**src/rtl/sha_msg_padder.sv**
```systemverilog
// SHA-256 style message padder: packs a byte stream into 512-bit blocks,
// appends 0x80, zero fill and the big-endian bit length of the message.
module sha_msg_padder #(
    parameter int MSG_SIZ = 512,
    parameter int LEN_W   = 64
) (
    input  logic               usr_clk,
    input  logic               usr_reset,
    input  logic [7:0]         i_byte,
    input  logic               i_byte_valid,
    input  logic               i_last,
    output logic               o_byte_ready,
    output logic [MSG_SIZ-1:0] o_blk,
    output logic               o_blk_valid,
    output logic               o_blk_last,
    input  logic               i_blk_ready,
    output logic               o_busy
);

    localparam int CNT_W = LEN_W - 3;
    localparam int LEN_B = LEN_W / 8;
    localparam int BLK_B = MSG_SIZ / 8;

    typedef enum logic [2:0] {IDLE, LOAD, PAD, LEN, SEND} state_t;

    state_t                    state_q, state_d;
    state_t                    pend_q, pend_d;
    logic [BLK_B-1:0][7:0]     buf_q, buf_d;
    logic [5:0]                idx_q, idx_d;
    logic [CNT_W-1:0]          cnt_q, cnt_d;
    logic                      snap;
    logic                      last_d;
    logic                      xfer;

    always_comb begin
        state_d      = state_q;
        pend_d       = pend_q;
        buf_d        = buf_q;
        idx_d        = idx_q;
        cnt_d        = cnt_q;
        snap         = 1'b0;
        last_d       = 1'b0;
        xfer         = 1'b0;
        o_byte_ready = 1'b0;

        // Byte 0 sits in the top byte lane, so lane index is 63 - idx (= ~idx).
        case (state_q)
            IDLE, LOAD: begin
                o_byte_ready = 1'b1;
                if (i_byte_valid) begin
                    buf_d[~idx_q] = i_byte;
                    idx_d         = idx_q + 6'd1;
                    cnt_d         = cnt_q + CNT_W'(1);
                end
                if (i_byte_valid && idx_q == 6'd63) begin
                    snap    = 1'b1;
                    pend_d  = i_last ? PAD : LOAD;
                    state_d = SEND;
                end else if (i_last) begin
                    state_d = PAD;
                end else if (i_byte_valid) begin
                    state_d = LOAD;
                end
            end
            PAD: begin
                buf_d[~idx_q] = 8'h80;
                idx_d         = idx_q + 6'd1;
                // No room left for the length field: flush this block first.
                if (idx_q >= 6'd56) begin
                    snap    = 1'b1;
                    pend_d  = LEN;
                    state_d = SEND;
                end else begin
                    state_d = LEN;
                end
            end
            LEN: begin
                buf_d[LEN_B-1:0] = {cnt_q, 3'b000};
                snap             = 1'b1;
                last_d           = 1'b1;
                pend_d           = IDLE;
                state_d          = SEND;
                idx_d            = '0;
                cnt_d            = '0;
            end
            SEND: begin
                if (i_blk_ready) begin
                    xfer    = 1'b1;
                    state_d = pend_q;
                end
            end
            default: state_d = IDLE;
        endcase
    end

    always_ff @(posedge usr_clk or posedge usr_reset) begin
        if (usr_reset) begin
            state_q     <= IDLE;
            pend_q      <= IDLE;
            buf_q       <= '0;
            idx_q       <= '0;
            cnt_q       <= '0;
            o_blk       <= '0;
            o_blk_valid <= 1'b0;
            o_blk_last  <= 1'b0;
        end else begin
            state_q <= state_d;
            pend_q  <= pend_d;
            idx_q   <= idx_d;
            cnt_q   <= cnt_d;
            if (snap) begin
                o_blk       <= buf_d;
                o_blk_last  <= last_d;
                o_blk_valid <= 1'b1;
                buf_q       <= '0;
            end else begin
                buf_q <= buf_d;
                if (xfer) begin
                    o_blk_valid <= 1'b0;
                end
            end
        end
    end

    assign o_busy = (state_q != IDLE);

endmodule

```
**config.mk**
```make
export PLATFORM = sky130hd
export DESIGN_NAME = sha_msg_padder
export DESIGN_NICKNAME = d
export VERILOG_FILES = /design/src/rtl/sha_msg_padder.sv
export SDC_FILE = /design/constraint.sdc
export NUM_CORES = 2
export LEC_CHECK = 0
export ABC_AREA = 1
export BUFFER_PORTS_ARGS = -buffer_cell sky130_fd_sc_hd__buf_2
export CELL_PAD_IN_SITES_DETAIL_PLACEMENT = 1
export CELL_PAD_IN_SITES_GLOBAL_PLACEMENT = 2
export CORE_ASPECT_RATIO = 1.2
export CORE_MARGIN = 5
export CORE_UTILIZATION = 30
export CTS_CLUSTER_DIAMETER = 40
export DETAILED_ROUTE_END_ITERATION = 16
export PLACE_DENSITY = 0.74
export SYNTH_ARGS = -nofsm -noshare
export SYNTH_HDL_FRONTEND = slang
export SYNTH_SLANG_ARGS = --single-unit
```
**constraint.sdc**
```tcl
create_clock -name usr_clk -period 38.8 [get_ports usr_clk]
set_input_delay 0 -clock usr_clk [delete_from_list [all_inputs] [get_ports usr_clk]]
set_output_delay 0 -clock usr_clk [all_outputs]
set_load 0.005 [all_outputs]
```
* Yosys cells after proc, flatten, opt, wreduce, memory -nomap -nowiden
Index checks and enable logic that the tools add are counted.
Storage, ports and cells: bits of input ports 13, word-level logic and storage cells 132, register bits after elaboration 1099
Cells by class: multiplexer cells 30, add/subtract/negate cells 2, bitwise logic cells 4, magnitude comparators 3, reduce and logical (&&, ||, !) cells 12, equality and inequality tests 10
Operators by type and width (number):
- 512-bit two-way mux | 2
- 448-bit one-hot mux with 2 select lines | 1
- 512-bit bitwise mux | 1
- 448-bit AND | 1
- 448-bit NOT | 1
- 64-bit one-hot mux with 3 select lines | 1
- 61-bit one-hot mux with 2 select lines | 1
- 64-bit bitwise OR | 1
- 61-bit by 1-bit adder with 61-bit output, second input constant | 1
- 61-bit two-way mux | 1
- 8-bit demux with 6-bit select | 1
- 3-bit two-way mux | 7
- 6-bit one-hot mux with 3 select lines | 1
- 3-bit one-hot mux with 4 select lines | 1
- 3-bit one-hot mux with 3 select lines | 1
- 1-bit two-way mux | 8
- 8-bit two-way mux | 1
- 2-bit inequality test, second input constant | 4
- 6-bit by 7-bit < comparator with 1-bit output, second input constant | 1
- 6-bit by 1-bit adder with 6-bit output, second input constant | 1
- 3-bit by 2-bit == test with 1-bit output, second input constant | 2
- 6-bit == test, second input constant | 1
- 6-bit by 1-bit >= comparator with 1-bit output, second input constant | 1
- 6-bit >= comparator, second input constant | 1
- 14 further kinds | 19

* Depth between registers and ports, before layout
depth in word-level cells 9, gate-level depth with buffers 12

* Least setup slack after synthesis
No wires, ideal clock.
path kind reg2reg, start point reg idx_q[0], end point reg o_blk[79], cell stages (with the launch flop) 12, path slack 36.905 ns, data required time 38.663 ns, setup time 0.137 ns, data arrival time 1.759 ns, path through dfrtp_1 > ha_1 > nand3_1 > nor3_1 > nand2_1 > nand2_1 > inv_2 > buf_4 > buf_4 > buf_2 > nand2_1 > o21ai_0
Between the ends: longest elaborated chain between the ends 8, elaborated cells on any way between the ends 16, those cells by class order compare (3); eq/ne (1); mux (8); bitwise (2); reduce/logical (2)
RTL lines:
- start: declaration | line 29 | logic [5:0] idx_q, idx_d;
- start signal: assignment | line 109 | idx_q <= idx_d;
- 6-bit NOT | line 51, 66
- 6-bit by 7-bit < comparator with 1-bit output (not written as such) or 6-bit by 1-bit >= comparator with 1-bit output (tied branches) | line 51, 66
- 1-bit logical AND (not written as such) | line 51, 66
- 8-bit two-way mux (not written as such) | line 51, 66
- 8-bit demux with 6-bit select | line 51, 66
- 512-bit bitwise mux | line 51 | buf_d[~idx_q] = i_byte;
- 512-bit two-way mux | line 50 | if (i_byte_valid) begin
- 448-bit one-hot mux with 2 select lines | line 47 | case (state_q)
- end signal: assignment | line 112 | o_blk <= buf_d;
- end: declaration | line 13 | output logic [MSG_SIZ-1:0] o_blk,
Parallel ways exist; a longest one is shown, timed or not. A chain may end at the register's enable or synchronous reset.

* Worst setup path after layout
start point reg state_q[2], end point reg o_blk[293]
Between the ends: longest elaborated chain between the ends 3, elaborated cells on any way between the ends 7, those cells by class eq/ne (3); mux (2); reduce/logical (2)
RTL lines:
- start: declaration | line 26 | state_t state_q, state_d;
- start signal: assignment | line 107 | state_q <= state_d;
- 3-bit by 1-bit == test with 1-bit output or 3-bit zero test (tied branches) | line 47
- 2-bit OR reduction | line 47
- 1-bit one-hot mux with 3 select lines or 448-bit one-hot mux with 2 select lines (tied branches) | line 47
Parallel ways exist; a longest one is shown, timed or not.

==> metrics.log <==
INFO  metric synth.yosys.warnings = 0
INFO  metric worstReg2RegStart = state_q[2]$_DFFE_PP0P_
INFO  metric netlist_area = approximately 47000 sq um
INFO  metric crit_path_top_delay_cell = buf_4
INFO  metric h-tree-depth = 4
INFO  metric post-synth-top-area-cell = dfrtp_1
INFO  metric status = finished clean
INFO  metric routed_antenna_nets = 0
INFO  metric timing.final.crit_share = 0.1551
INFO  metric floorplan.core_area = 154800 sq um
INFO  metric power.density = 76.38 nW/um^2
INFO  metric share_clk_of_total_power = 0.375
INFO  metric postCtsHoldBufs = 10
INFO  metric grt_pass1_wl = 271700 um
INFO  metric die_area = 164000 sq um
INFO  metric worstHoldPathType = input port to register
INFO  metric clock_latency = ~800 ps
INFO  metric placementRows = 158
INFO  metric part_of_the_total_power_dissipated_in_combinational_logic = 0.284
INFO  metric number_of_antenna_violations_at_the_first_check_in_global_routing = 9
INFO  metric max_slew.worst_pin.slew = about 1200 ps
INFO  metric timing.critical_path.fanout_max = 151
INFO  metric setup_viol = 0
INFO  metric share_seq_of_total_power = 0.341
INFO  metric p_sw_frac = 0.3860
INFO  metric cts.sink_count = 1098
INFO  metric timing.critical_path.slowest_cell_delay = 930 ps
INFO  metric finalCriticalPeriod = between 6000 and 7000 ps
INFO  metric grt_setup_unrepaired = no
INFO  metric synthTopCellsByArea = dfrtp_1, nand2_1, o21ai_0
INFO  metric cts_repair_resize_count = 0
INFO  metric die_height = 442.7 um
INFO  metric final_nets = 6045
INFO  metric min-delay-start = i_byte[6]
INFO  metric ir_drop = 0.06382 mV
INFO  metric synth_sequential_area_ratio = 0.5872
INFO  metric final-max-slew-violation-count = 0
INFO  metric setup.worst_path.start = state_q[2]$_DFFE_PP0P_
INFO  metric synthesis.area_per_instance = between 8 and 9 sq um
INFO  metric fin_tns_setup = 0 ps
INFO  metric critical_path.top_delay_family = buffers and inverters
INFO  metric intPower = 2699 uW
INFO  metric timing.max_cap.violations = 0
INFO  metric finalHoldViolations = 0
INFO  metric yosys.cell_count.top_type = nand2_1
INFO  metric clock_path_buffers = 3
INFO  metric fin_worst_hold_slack = ~63 ps
INFO  metric synth-main-ff-cell = dfrtp_1
INFO  metric crit_path_frequent_cell = buf_4
INFO  metric route.final.wire_length = 178300 um
INFO  metric clk_pin_slew_worst_paths = 60 ps
INFO  metric cp.buffers_inverters = 6
INFO  metric synth_top_area_frac = 0.5872
INFO  metric synth_async_sr_flop_share = 1.000
INFO  metric area_growth = 22.97%
INFO  metric postCtsSetupBuffers = 0
INFO  metric post_synth_most_frequent_cells = nand2_1, dfrtp_1, nor2_1
INFO  metric wp_data_arrival = 6650 ps
INFO  metric drive_gt1_frac = 0.1468
INFO  metric drt_iter0_markers = 2425
INFO  metric sw_pwr = 1697 uW
INFO  metric route.vias.total = ~40000
INFO  metric detailedPlacementHpwl = 112700 um
INFO  metric gp_congestion = 0.8392
INFO  metric vias_per_cell = ~4.9
INFO  metric route.detailed.drc = 0
INFO  metric cts_buffers = 170
INFO  metric ys_types = 37
INFO  metric path_cells = inv_2 -> nand3_2 -> inv_2 -> a21oi_1 -> nand2_4 -> inv_8 -> buf_4 -> buf_4 -> buf_4 -> o21ai_1
INFO  metric cts.root.buffer_cell = clkbuf_16
INFO  metric io_buffer_count = around 530
INFO  metric crit_path_class = register to register
INFO  metric cts_tree = built
INFO  metric drt_pre_antenna_iters = 5
INFO  metric via_count_of_the_first_global_routing_pass = about 42000
INFO  metric grt_overflow = 0
INFO  metric fin_skew = 23.90 ps
INFO  metric max-slew-margin-rel = 0.1703
INFO  metric cp-start-kind = register
INFO  metric postSynthNetCount = about 5600
INFO  metric largest_net_degree_at_the_start_of_global_routing = between 200 and 300
INFO  metric die_w = 370.5 um
INFO  metric p_leak = around 0.027 uW
INFO  metric grt_util_all_layers = 0.2151
INFO  metric synth-edff-count = 0
INFO  metric postSynthRegisterBits = 1098
INFO  metric post_drt_wl_per_cell = between 20 and 25 um
INFO  metric worst_setup_path_end_kind = register
INFO  metric post_synth_inst_count = between 5000 and 6000
INFO  metric max_frequency = 0.1662 GHz
INFO  metric start_util = 0.3023
INFO  metric critical_path_data_required_time = 39430 ps
INFO  metric top_level_ports = 529
cell families after synthesis:
| logic type | count (synthesis) | share of synthesized area |
|---|---|---|
| xor+xnor | 1 | 0.0001872 |
| compound gates | 1496 | 0.1653 |
| flops | 1098 | 0.5872 |
| buf+inv | 922 | 0.07698 |
| fa+ha+maj | 3 | 0.0008022 |
| simple gates | 2047 | 0.1696 |
sequential cells by signal (all words and copies together) (netlist names):
register / cells
state_q: 3
pend_q: 2
cnt_q: 61
buf_q: 512
idx_q: 6
o_blk_valid: 1
o_blk: 512
o_blk_last: 1
power by group through the flow:
stage / Clock (uW) / Sequential [uW] / Combinational (uW)
after floorplan: 0 / 1480 / 721
after global placement: 0 / 1510 / 1250
after detailed placement: 0 / 1520 / 1280
after CTS: 1680 / 1500 / 1280
after global routing: 1730 / 1520 / 1390
final: 1650 / 1500 / 1250
through the flow:
step                        util  area (sq um)  std cells  worst slack (ps)  total power (uW)
after floorplan                -         46800       5567              7885              2199
after global placement    0.3315         51310       7927             32750              2764
after detailed placement  0.3315         51310       7927             32660              2795
after CTS                 0.3717         57540       8252             32620              4468
after global routing      0.3717         57540       8254             32140              4650
final                     0.3718         57550       8256             32780              4396
worst min-delay path: stages:
cell	delay (ps)
buf_2	110
nand2_4	380
o21ai_0	200
inv_1	80
nor2_1	40
path summary, 6_finish.rpt:
kind / slack (ps) / endpoint / cells past startpoint
worst max-delay path: 32780 / o_blk[293]$_DFFE_PP0P_ / 10
worst min register to register: 470 / o_blk[7]$_DFFE_PP0P_ / 2
worst min-delay path: 60 / buf_q[70]$_DFF_PP0_ / 5
min in group asynchronous: 590 / o_blk[129]$_DFFE_PP0P_ / 4
max in group asynchronous: 33560 / buf_q[318]$_DFF_PP0_ / 9
worst max register to register: 32780 / o_blk[293]$_DFFE_PP0P_ / 10
cells in the final DEF, fill, tap and decap left out, drive strengths merged, types with 21 or more instances in the layout:
| cell | instances |
|---|---|
| inv | 647 |
| a31oi | 60 |
| nor2 | 768 |
| nor3 | 25 |
| bufinv | 25 |
| nand2 | 1123 |
| o21ai | 1218 |
| buf | 579 |
| clkinv | 43 |
| o22ai | 36 |
| a21oi | 139 |
| o211ai | 21 |
| nand3 | 107 |
| dfrtp | 1098 |
| clkbuf | 208 |
per-layer routing:
metal | vias up | track usage | share of wire
met1 | 20350 | 0.2869 | 0.45
met5 | - | 0 | 0
met2 | 815 | 0.3561 | 0.48
met3 | 219 | 0.04634 | 0.053
li1 | 18820 | - | -
met4 | 0 | 0.05577 | 0.022
area by class of cell:
type | instances | area [sq um]
clock inverters | 107 | 1398
diodes | 4 | 10.01
fillers | 18310 | 97240
clock buffers | 208 | 4726
well taps | 2080 | 2603
flip-flops and latches | 1098 | 27480
inverters | 623 | 2354
multi-input cells | 3547 | 15800
repair buffers | 589 | 3178
No activity file was read; power rests on OpenSTA's default activity.
